**src/rtl/capture_pkg.sv**
```systemverilog
// Shared defaults and the FSM state type for the pixel capture writer.
package capture_pkg;
    localparam int DEF_IMG_WIDTH  = 640;
    localparam int DEF_IMG_HEIGHT = 480;
    localparam int DEF_ADDR_W     = 19;

    typedef enum logic [1:0] {
        S_idle,
        S_in_line,
        S_line_gap,
        S_done
    } state_t;
endpackage

```
**src/rtl/byte_pair_packer.sv**
```systemverilog
// Pairs consecutive camera bytes into 16-bit RGB565 words and tracks the byte phase.
module byte_pair_packer
    import capture_pkg::*;
(
    input  logic        clk,
    input  logic        reset,
    input  logic        sample,
    input  logic        restart,
    input  logic [7:0]  byte_in,
    output logic        phase,
    output logic        pair_valid,
    output logic [15:0] pair_data
);
    logic       phase_reg, phase_next;
    logic [7:0] held_reg, held_next;
    logic       eff_phase;

    // A line restart forces the incoming byte to be treated as the first of a pair.
    assign eff_phase  = restart ? 1'b0 : phase_reg;
    assign phase      = phase_reg;
    assign pair_valid = sample & eff_phase;
    assign pair_data  = {held_reg, byte_in};

    always_comb begin
        phase_next = phase_reg;
        held_next  = held_reg;
        if (sample) begin
            phase_next = ~eff_phase;
            if (!eff_phase) begin
                held_next = byte_in;
            end
        end else if (restart) begin
            phase_next = 1'b0;
        end
    end

    always_ff @(posedge clk or negedge reset) begin
        if (!reset) begin
            phase_reg <= 1'b0;
            held_reg  <= 8'h00;
        end else begin
            phase_reg <= phase_next;
            held_reg  <= held_next;
        end
    end
endmodule

```
**src/rtl/pixel_capture_writer.sv**
```systemverilog
// Captures one camera frame as RGB565 pixels and writes them into a linear frame buffer.
module pixel_capture_writer
    import capture_pkg::*;
#(
    parameter int IMG_WIDTH  = DEF_IMG_WIDTH,
    parameter int IMG_HEIGHT = DEF_IMG_HEIGHT,
    parameter int ADDR_W     = DEF_ADDR_W
) (
    input  logic              clk,
    input  logic              reset,
    input  logic              capture,
    input  logic              VS,
    input  logic [7:0]        pixel_byte,
    output logic              wr_en,
    output logic [ADDR_W-1:0] wr_addr,
    output logic [15:0]       wr_data,
    output logic              frame_done,
    output logic              busy,
    output logic              err
);
    localparam int COL_W  = $clog2(IMG_WIDTH + 1);
    localparam int LINE_W = $clog2(IMG_HEIGHT + 1);
    localparam logic [COL_W-1:0]  COL_MAX  = COL_W'(IMG_WIDTH);
    localparam logic [LINE_W-1:0] LINE_MAX = LINE_W'(IMG_HEIGHT);
    localparam logic [ADDR_W-1:0] LINE_STEP = ADDR_W'(IMG_WIDTH);

    state_t              state_reg, state_next;
    logic                vs_old_reg;
    logic [COL_W-1:0]    col_reg;
    logic [LINE_W-1:0]   line_reg;
    logic [ADDR_W-1:0]   addr_reg;
    logic [ADDR_W-1:0]   line_base_reg;
    logic                wr_en_reg, err_reg;
    logic [ADDR_W-1:0]   wr_addr_reg;
    logic [15:0]         wr_data_reg;

    logic        vs_fall, frame_start, start_line, take_byte, line_end;
    logic        in_range, write_ok;
    logic        phase, pair_valid;
    logic [15:0] pair_data;

    assign vs_fall     = vs_old_reg & ~VS;
    assign frame_start = (state_reg == S_idle) && capture;
    // Frame end wins over a capture rise arriving in the same gap cycle.
    assign start_line  = frame_start || ((state_reg == S_line_gap) && capture && !vs_fall);
    assign take_byte   = start_line || ((state_reg == S_in_line) && capture && !vs_fall);
    assign line_end    = (state_reg == S_in_line) && (!capture || vs_fall);
    assign in_range    = (col_reg < COL_MAX) && (line_reg < LINE_MAX);
    assign write_ok    = pair_valid && in_range;

    byte_pair_packer u_packer (
        .clk        (clk),
        .reset      (reset),
        .sample     (take_byte),
        .restart    (start_line),
        .byte_in    (pixel_byte),
        .phase      (phase),
        .pair_valid (pair_valid),
        .pair_data  (pair_data)
    );

    always_comb begin
        state_next = state_reg;
        case (state_reg)
            S_idle:     if (capture) state_next = S_in_line;
            S_in_line:  if (vs_fall) state_next = S_done;
                        else if (!capture) state_next = S_line_gap;
            S_line_gap: if (vs_fall) state_next = S_done;
                        else if (capture) state_next = S_in_line;
            S_done:     state_next = S_idle;
            default:    state_next = S_idle;
        endcase
    end

    always_ff @(posedge clk or negedge reset) begin
        if (!reset) begin
            state_reg <= S_idle;
        end else begin
            state_reg <= state_next;
        end
    end

    always_ff @(posedge clk or negedge reset) begin
        if (!reset) begin
            vs_old_reg    <= 1'b0;
            col_reg       <= '0;
            line_reg      <= '0;
            addr_reg      <= '0;
            line_base_reg <= '0;
            wr_en_reg     <= 1'b0;
            wr_addr_reg   <= '0;
            wr_data_reg   <= 16'h0000;
            err_reg       <= 1'b0;
        end else begin
            vs_old_reg <= VS;
            wr_en_reg  <= write_ok;
            if (write_ok) begin
                wr_addr_reg <= addr_reg;
                wr_data_reg <= pair_data;
                addr_reg    <= addr_reg + ADDR_W'(1);
            end
            // Column saturates at the width so overflow stays detectable.
            if (pair_valid && col_reg != COL_MAX) begin
                col_reg <= col_reg + COL_W'(1);
            end
            if (line_end) begin
                col_reg <= '0;
                if (line_reg != LINE_MAX) begin
                    line_reg      <= line_reg + LINE_W'(1);
                    line_base_reg <= line_base_reg + LINE_STEP;
                    addr_reg      <= line_base_reg + LINE_STEP;
                end
            end
            if (state_reg == S_done) begin
                col_reg       <= '0;
                line_reg      <= '0;
                addr_reg      <= '0;
                line_base_reg <= '0;
            end
            if (frame_start) begin
                err_reg <= 1'b0;
            end else if ((line_end && phase) || (pair_valid && !in_range)) begin
                err_reg <= 1'b1;
            end
        end
    end

    assign wr_en      = wr_en_reg;
    assign wr_addr    = wr_addr_reg;
    assign wr_data    = wr_data_reg;
    assign err        = err_reg;
    assign frame_done = (state_reg == S_done);
    assign busy       = (state_reg == S_in_line) || (state_reg == S_line_gap);
endmodule
```
**config.mk**
```make
export PLATFORM = sky130hd
export DESIGN_NAME = pixel_capture_writer
export DESIGN_NICKNAME = d
export VERILOG_FILES = /design/src/rtl/capture_pkg.sv /design/src/rtl/byte_pair_packer.sv /design/src/rtl/pixel_capture_writer.sv
export SDC_FILE = /design/constraint.sdc
export NUM_CORES = 1
export LEC_CHECK = 0
export CAP_MARGIN = 20
export CORE_MARGIN = 1
export CORE_UTILIZATION = 57
export CTS_CLUSTER_DIAMETER = 40
export CTS_CLUSTER_SIZE = 28
export DETAILED_ROUTE_END_ITERATION = 10
export PLACE_DENSITY = 0.8
export SKIP_LAST_GASP = 1
export SLEW_MARGIN = 20
export SYNTH_ARGS = -nofsm -noshare
export SYNTH_HDL_FRONTEND = slang
export SYNTH_SLANG_ARGS = --single-unit
```
**constraint.sdc**
```tcl
create_clock -name clk -period 3 [get_ports clk]
set_clock_uncertainty 0.05 [all_clocks]
set_input_delay 0.45 -clock clk [delete_from_list [all_inputs] [get_ports clk]]
set_output_delay 0.45 -clock clk [all_outputs]
set_load 0.1 [all_outputs]
```
Word-level counts from Yosys, hierarchy flattened
Cells that the tools add are included.
- register bits: 106
- input bits: 12
- output and inout bits: 39
- add/sub/neg operators: 4
- order comparisons: 2
- eq/ne operators: 6
- multiplexer cells: 22
- bitwise operators: 4
- reductions and logical operators: 26
- operators with widths (kind ; number):
    two-way mux 19 bit ; 7
    two-way mux 10 bit ; 3
    two-way mux 9 bit ; 3
    adder 19 x 1 -> 19 bit, second input constant ; 1
    adder 19 x 10 -> 19 bit, second input constant ; 1
    logical AND 1 bit ; 11
    adder 10 x 1 -> 10 bit, second input constant ; 1
    less-than comparator 10 bit, second input constant ; 1
    != test 10 bit, second input constant ; 1
    adder 9 x 1 -> 9 bit, second input constant ; 1
    less-than comparator 9 bit, second input constant ; 1
    != test 9 bit, second input constant ; 1
    two-way mux 2 bit ; 4
    one-hot mux 2 bit (4 select lines) ; 1
    nonzero test 2 bit ; 3
    logical OR 1 bit ; 5
    equality test 2 bit, second input constant ; 2
    two-way mux 1 bit ; 4
    AND reduction 2 bit ; 2
    zero test 1 bit ; 3
    != test 3 bit, second input constant ; 1
    nonzero test 3 bit ; 1
    AND 1 bit ; 2
    equality test 2 x 1 -> 1 bit, second input constant ; 1
    other kinds (2) ; 3

Depth between registers and ports, before layout
Gate-level depths: netlist (run 1).
- depth in word-level cells: 12
- mapped depth: 11

Modules after synthesis
Synthesis (run 1) repeated with hierarchy kept, for this count alone.
- cell total of the unflattened synthesis: 464
- area total of the unflattened synthesis: 5068.6 um2
- modules (own cells, without submodules) (module ; instances ; cells an instance ; area an instance (um2) ; sequential area each (um2)):
    pixel_capture_writer ; 1 ; 433 ; 4610.7 ; 2252.2
    byte_pair_packer ; 1 ; 31 ; 457.9 ; 225.2

Worst setup path after synthesis (run 1)
Ideal clock, no wire load.
- kind: reg-to-reg
- start: reg state_reg[1]
- end: reg addr_reg[9]
- setup time: 0.096 ns
- arrival: 2.513 ns
- path slack: 0.341 ns
- stages on the path, launching flop included: 11
- path buffers: 1
- period minus slack after synthesis: 2.659 ns
- cells stage by stage: dfrtp_1 inv_1 ha_1 o21ai_0 a21oi_1 ha_1 buf_2 nand4_1 or4b_4 or3_1 a311oi_2
- word-level cells in the longest chain between the ends: 11
- ends and longest elaborated chain (what ; RTL line ; text):
    from (decl) ; pixel_capture_writer.sv:27 ; state_t state_reg, state_next;
    from (signal assigned) ; pixel_capture_writer.sv:77 ; state_reg <= S_idle;
    from (signal assigned) ; pixel_capture_writer.sv:79 ; state_reg <= state_next;
    equality test 2 bit ; pixel_capture_writer.sv:45 ; assign start_line = frame_start || ((state_reg == S_line_gap) && capture && !vs_fall);
    logical AND 1 bit (2 in a row) ; pixel_capture_writer.sv:45 ;
    logical OR 1 bit ; pixel_capture_writer.sv:45 ;
    two-way mux 1 bit / logical OR 1 bit (equally long branches) ; n/a ;
    AND 1 bit ; byte_pair_packer.sv:21 ; assign pair_valid = sample & eff_phase;
    logical AND 1 bit ; pixel_capture_writer.sv:49 ; assign write_ok = pair_valid && in_range;
    two-way mux 19 bit ; pixel_capture_writer.sv:97 ; if (write_ok) begin
    two-way mux 19 bit ; pixel_capture_writer.sv:108 ; if (line_reg != LINE_MAX) begin
    two-way mux 19 bit ; pixel_capture_writer.sv:106 ; if (line_end) begin
    two-way mux 19 bit * ; pixel_capture_writer.sv:114 ; if (state_reg == S_done) begin
    to (signal assigned) ; pixel_capture_writer.sv:100 ; addr_reg <= addr_reg + ADDR_W'(1);
    to (signal assigned) ; pixel_capture_writer.sv:111 ; addr_reg <= line_base_reg + LINE_STEP;
    to (decl) ; pixel_capture_writer.sv:31 ; logic [ADDR_W-1:0] addr_reg;
Mark *: on every way between the ends. The rest lies on a longest branch, timed or not.
A chain may end at the register's enable or synchronous reset.

Worst setup path in the final report (run 1)
Ends and elaborated chain as after synthesis.

==> flow_summary_export.csv, run 1 <==
group,metric,value,unit
cts,ctsHtreeMaxLevel,3,
power,swShare,0.517,
route,drt_first_pass_iters,4,
synth,ys_async_sr_fraction,1.00,
power,switching_power,0.00335,W
route,wl_per_cell,15.1,µm
cts,numCtsBuffers,9,
synth,synthMuxAreaShare,0.0567,
synth,synth_compound_area_frac,0.0827,
cts,cts.root.buffer_cell,"clkbuf_8",
sta,drv_slew,0,
worst_setup_path,cpMostUsedCell,"ha_1",
power,p_int,0.00312,W
final_layout,fill_cells,613,
route,wl_met2,4640,µm
synth,synth-adder-area-share,0.0341,
synth,synth_cell_types,49,
placement,port_buffers,50,
synth,ys.flop_type,"dfrtp_1",
cts,postCtsSetupRepairBufs,0,
route,vias_per_cell,5.69,
global_routing,grt_pass1_wl,16700,µm
sta,min_period,2780,ps
synth,yosys_register_bits,99,
placement,place_ws,-54.6,ps
run,max_cap_viol_count,0,
route,via_count,3629,
synth,netlist_area,4770,µm²
synth,synth_edf_count,0,
cts,clk_pin_slew,110,ps
power,peakVddDrop,0.554,mV
worst_setup_path,slowest_delay,570,ps
placement,hpwl,6780,µm
synth,synth_top_family_by_area,"simple AND/OR/NAND/NOR gates",
synth,synth_area_leader_cell,"dfrtp_1",
sta,fin_ws,221,ps
cts,insertion_delay,360,ps
final_layout,antennaDiodeCount,0,
worst_setup_path,crit_path_end_kind,"flop",
power,power_frac_seq,0.331,
global_routing,grt_overflow,0,
global_routing,grt_antenna_before_repair,0,
die,die_height,93.4,µm
worst_setup_path,crit_chain,"inv_1 -> ha_1 -> o21ai_0 -> a21oi_2 -> ha_1 -> nand4_1 -> or4b_4 -> or3_1 -> a311oi_2",
worst_setup_path,critPathSlowestCell,"or4b_4",
worst_setup_path,critical_path.max_fanout,5,
die,die_area,8730,µm²
worst_setup_path,r2r-start,"state_reg[1]",
worst_setup_path,required,3210,ps
cts,clockBufferDepth,2,
worst_setup_path,cp.arrival,2990,ps
sta,max_clock_freq,0.360,GHz
synth,synth.top_cell.area_share,0.520,
final_layout,final_nets,556,
die,initial_core_util,0.604,
route,antenna_left,0,
route,drt_wl_total,9610,µm
sta,worstMarginPinSlew,779,ps
power,leakage,2.57,nW
sta,rsz0062_at_grt,"no",
placement,gp_congestion,0.885,
route,routed.top_layer,"met4",
worst_setup_path,crit_type,"flop to flop",
die,coreArea,7890,µm²
power,p_total,0.00647,W
synth,synth_area_leaders,"dfrtp_1 (52%), nand2_1 (6.3%), mux2_2 (5.7%)",
route,drt-initial-drc-count,229,
worst_setup_path,critPathLaunchType,"flop",
route,wl_met3,423,µm
global_routing,track_usage,0.245,
synth,syn_nets,498,
sta,finalHoldViolCount,0,
synth,synth_warnings,0,
power,pwr_density_cell,1160,nW/µm²
sta,fin_crit_sh,0.926,
final_layout,areaGrowthSynthToFinish,17.0,%
route,drt-met1-wl,4390,µm
die,die_width,93.4,µm
power,p_comb_frac,0.531,
die,ioPinCount,51,
cts,clock_sinks,99,
global_routing,grt_pass1_vias,3591,
power,clkPwrFrac,0.138,
sta,slew_headroom,0.467,
synth,yosysSeqAreaShare,0.520,
synth,synthXorXnorAreaFrac,0.0827,
worst_setup_path,critPathLaunch,"state_reg[1]",
sta,setup_viol,0,
die,fp-row-count,32,
cts,cts_tree,"done",
final_layout,drive_gt1_frac,0.196,
synth,synthCells,473,
outcome,status,"complete, no violations",
worst_hold_path,hold_path.class,"input pin to async pin",
synth,yosys.area_share.simple,0.197,
synth,synth_area_per_cell,10.1,µm²
global_routing,grt_max_degree,55,
route,drc_errors,0,
==> worst paths after layout <==
check                      depth (start not counted)      endpoint  slack (ps)
setup reg to reg                                   9   addr_reg[9]         220
max in group asynchronous                          2  addr_reg[16]        2170
hold reg to reg                                    2   wr_data[12]         420
hold / removal                                     1    col_reg[3]          20
setup / recovery                                   9   addr_reg[9]         220
min in group clk                                   2   wr_data[12]         420
==> cells in the mapped netlist, types with 2 or more instances <==
cell type and n:
nand2b_1 3, and3_1 4, a21oi_1 19, clkbuf_1 9, nand3_1 19, nor4_1 8
or3_1 7, nor2_1 45, dfrtp_1 99, inv_1 14, nand4_1 13, a211oi_1 8
mux2_2 24, buf_2 5, nor3_1 9, xnor2_1 25, nand2_1 80, buf_4 2
o21ai_0 17, xor2_1 20, ha_1 13, and4_1 3
==> per-stage QoR <==
step	util	instance area (µm²)	cells	hold WS [ps]	TNS, ps
6_report	0.707	5580	638	16.6	0
5_1_grt	0.707	5580	638	75.7	0
3_5_place_dp	0.679	5360	622	401	-54.6
2_1_floorplan	-	4770	473	104	0
4_1_cts	0.706	5570	638	47.8	0
3_3_place_gp	0.679	5360	622	391	0
==> area by class of cell <==
class / count / area (µm²) / share of cell area
Clock buffer: 9 / 124 / 0.0222
Clock inverter: 7 / 83.8 / 0.0150
Tap cell: 102 / 128 / 0.0229
Inverter: 14 / 52.6 / 0.00943
Timing Repair Buffer: 64 / 543 / 0.0974
Multi-Input combinational cell: 343 / 2170 / 0.389
Sequential cell: 99 / 2480 / 0.444
==> cell usage in the layout (no fill, tap or decap), types with 2 or more instances in the layout <==
cell type,n
a211oi_1,8
a21oi_1,18
and3_1,4
and4_1,3
buf_12,3
buf_4,51
clkbuf_8,9
clkdlybuf4s50_1,10
clkinv_4,2
dfrtp_1,99
ha_1,13
inv_1,14
inv_6,2
mux2_2,24
nand2_1,80
nand2b_1,3
nand3_1,19
nand4_1,13
nor2_1,45
nor3_1,8
nor3_2,2
nor4_1,8
o21ai_0,17
or3_1,7
xnor2_1,25
xor2_1,20
==> worst max-delay path: cells and delay by family, from the launching register on <==
| kind | cells | cell delay [ps] |
|---|---|---|
| flops | 1 | 440 |
| buf+inv | 1 | 140 |
| simple gates | 3 | 1030 |
| fa+ha+maj | 2 | 460 |
| compound gates | 3 | 560 |
==> power by group through the flow <==
stage | Sequential [W] | Combinational, W | Clock [W]
global route | 0.00220 | 0.00365 | 0.000956
global placement | 0.00215 | 0.00337 | 0
floorplan | 0.00350 | 0.00131 | 0
CTS | 0.00214 | 0.00345 | 0.000907
finish | 0.00214 | 0.00344 | 0.000892
detailed placement | 0.00217 | 0.00344 | 0
==> metal layers <==
metal  track usage  up-vias
met1         0.336     1772
li1              -     1754
met5             0        -
met3        0.0374       15
met2         0.391       88
met4        0.0987        0
==> logic make-up (layout without fill, tap and decap cells) <==
family,after synthesis,after routing
and+or+nand+nor,201,201
adders and majority gates,13,13
buffers and inverters,31,94
muxes,24,24
AOI/OAI and AO/OA,60,60
xor gates and xnor gates,45,45
DFF,99,99
==> what timing repair did <==
action                     4_1_cts  5_1_grt
gates resized for setup          0        2
hold buffers                     0        0
setup endpoints to repair        0        3
(Power assumes the default switching activity.)
==> run 2: changes to the inputs <==
- GPL_TIMING_DRIVEN: not set -> 0
- PLACE_DENSITY: 0.8 -> 0.89
- SLEW_MARGIN: 20 -> not set
==> run 2 against run 1 <==
Sequential power barely moved. Clock power about the same. Global-route usage increased by 1.6 points. Count of clock-buffer cells in the layout is the same. Sequential cell count is the same. Via count up 5.7%. Maximum frequency down 3.9%. Utilization grew 1.9 points. Non-clock buffer count is 12 higher. Design area is 2.7% higher. Critical path depth increased by 1. Combinational power up 6%.
==> flow_summary_export.csv, run 2 (same netlist as run 1, synthesis figures left out) <==
group,metric,value,unit
outcome,status,"complete, no violations",
worst_hold_path,hold_path.class,"input pin to async pin",
final_layout,design_area,5720,µm²
sta,fin_crit_sh,0.964,
power,pwr_density_cell,1170,nW/µm²
final_layout,final_nets,568,
global_routing,grt_max_degree,52,
sta,finalHoldViolCount,0,
die,die_area,8730,µm²
cts,holdBufCountCts,0,
sta,setup_viol,0,
cts,cts.root.buffer_cell,"clkbuf_8",
cts,clk_pin_slew,90,ps
placement,port_buffers,50,
placement,dpl_cell_area,5420,µm²
route,drc_errors,0,
cts,numCtsBuffers,9,
placement,place_ws,-547,ps
power,peakVddDrop,0.545,mV
sta,fin_ws,109,ps
die,die_height,93.4,µm
final_layout,final_common_cell,"dfrtp_1",
final_layout,mostFrequentLayoutCells,"dfrtp_1 (98), nand2_1 (80), clkdlybuf4s50_1 (48), nor2_1 (45), xnor2_1 (25)",
worst_setup_path,critPathLaunchType,"input pin",
cts,clock_sinks,99,
final_layout,antennaDiodeCount,0,
final_layout,areaGrowthSynthToFinish,20.1,%
sta,min_period,2890,ps
global_routing,grt_overflow,0,
sta,rsz0062_at_grt,"no",
route,drt_wl_total,10900,µm
worst_setup_path,critical_path.max_fanout,10,
cts,cts_tree,"done",
worst_setup_path,crit_path_end_kind,"flop",
die,die_width,93.4,µm
worst_setup_path,cp.arrival,3120,ps
placement,hpwl,7310,µm
worst_setup_path,required,3230,ps
power,leakage,2.53,nW
die,initial_core_util,0.604,
route,drt-initial-drc-count,284,
power,p_total,0.00667,W
route,antenna_left,0,
worst_setup_path,crit_type,"input pin to flop",
sta,slew_headroom,0.336,
sta,max_clock_freq,0.346,GHz
global_routing,grt_pass1_vias,3824,
final_layout,fill_cells,507,
cts,clockBufferDepth,2,
global_routing,track_usage,0.261,
final_layout,final_util,0.726,
placement,gp_congestion,0.913,
global_routing,grt_antenna_before_repair,0,
final_layout,drive_gt1_frac,0.133,
route,vias_per_cell,5.90,
cts,insertion_delay,380,ps
route,via_count,3836,
cts,ctsHtreeMaxLevel,3,
route,drt_first_pass_iters,5,
sta,drv_slew,0,
route,wl_per_cell,16.7,µm
die,coreArea,7890,µm²
run,max_cap_viol_count,0,
die,ioPinCount,51,
sta,worstMarginPinSlew,993,ps
die,fp-row-count,32,
global_routing,grt_pass1_wl,17700,µm
[run 2: stage by stage]
stage / TNS, ps / hold WS (ps) / std cells
after floorplan: 0 / 104 / 473
after global placement: -202410 / 391 / 625
after detailed placement: -4380 / 410 / 626
after CTS: 0 / 62.4 / 643
after global routing: 0 / 80.3 / 650
final: 0 / 42.3 / 650
[run 2: final timing paths]
check	from	end	slack [ps]	cells after the start
worst max-delay path	VS	addr_reg[9]	110	10
worst min-delay path	reset	col_reg[8]	40	1
worst max register to register	state_reg[1]	addr_reg[9]	120	10
worst min register to register	wr_data[13]	wr_data[13]	430	2
max in group asynchronous	reset	wr_addr[13]	2200	2
min in group clk	wr_data[13]	wr_data[13]	430	2
[run 2: cell type report]
cell class                      count  area (µm²)  area share
Buffer                             17        83.8      0.0146
Clock buffer                        9         124      0.0216
Clock inverter                      7        82.6      0.0144
Inverter                           14        52.6     0.00918
Multi-Input combinational cell    343        2190       0.382
Sequential cell                    99        2480       0.433
Tap cell                          102         128      0.0223
Timing Repair Buffer               59         588       0.103
[run 2: what timing repair did]
| action | in CTS | in global routing |
|---|---|---|
| setup buffers | 1 | 7 |
| pin swaps | 1 | 2 |
| resized for setup | 4 | 9 |
| setup endpoints to repair | 4 | 4 |
[run 2: power by group]
part           switching (W)  internal [W]  leakage (nW)
combinational        0.00258       0.00105          1.15
sequential          0.000381       0.00178          1.28
clock               0.000490      0.000398        0.0984
[run 2: worst max-delay path, cell delays in order]
cell,delay [ps]
clkdlybuf4s50_1,510
nand2b_4,180
o21ai_1,100
a21oi_2,180
ha_1,200
buf_6,150
nand4_1,130
or4b_4,610
or3_4,360
a311oi_2,240
[run 2: routing by layer]
metal  wire length [µm]  vias up  track usage
met1               4430     1882        0.311
met2               5580      141        0.450
met4                342        0        0.117
met3                519       35       0.0593
li1                   -     1778            -
met5                  0        -            0
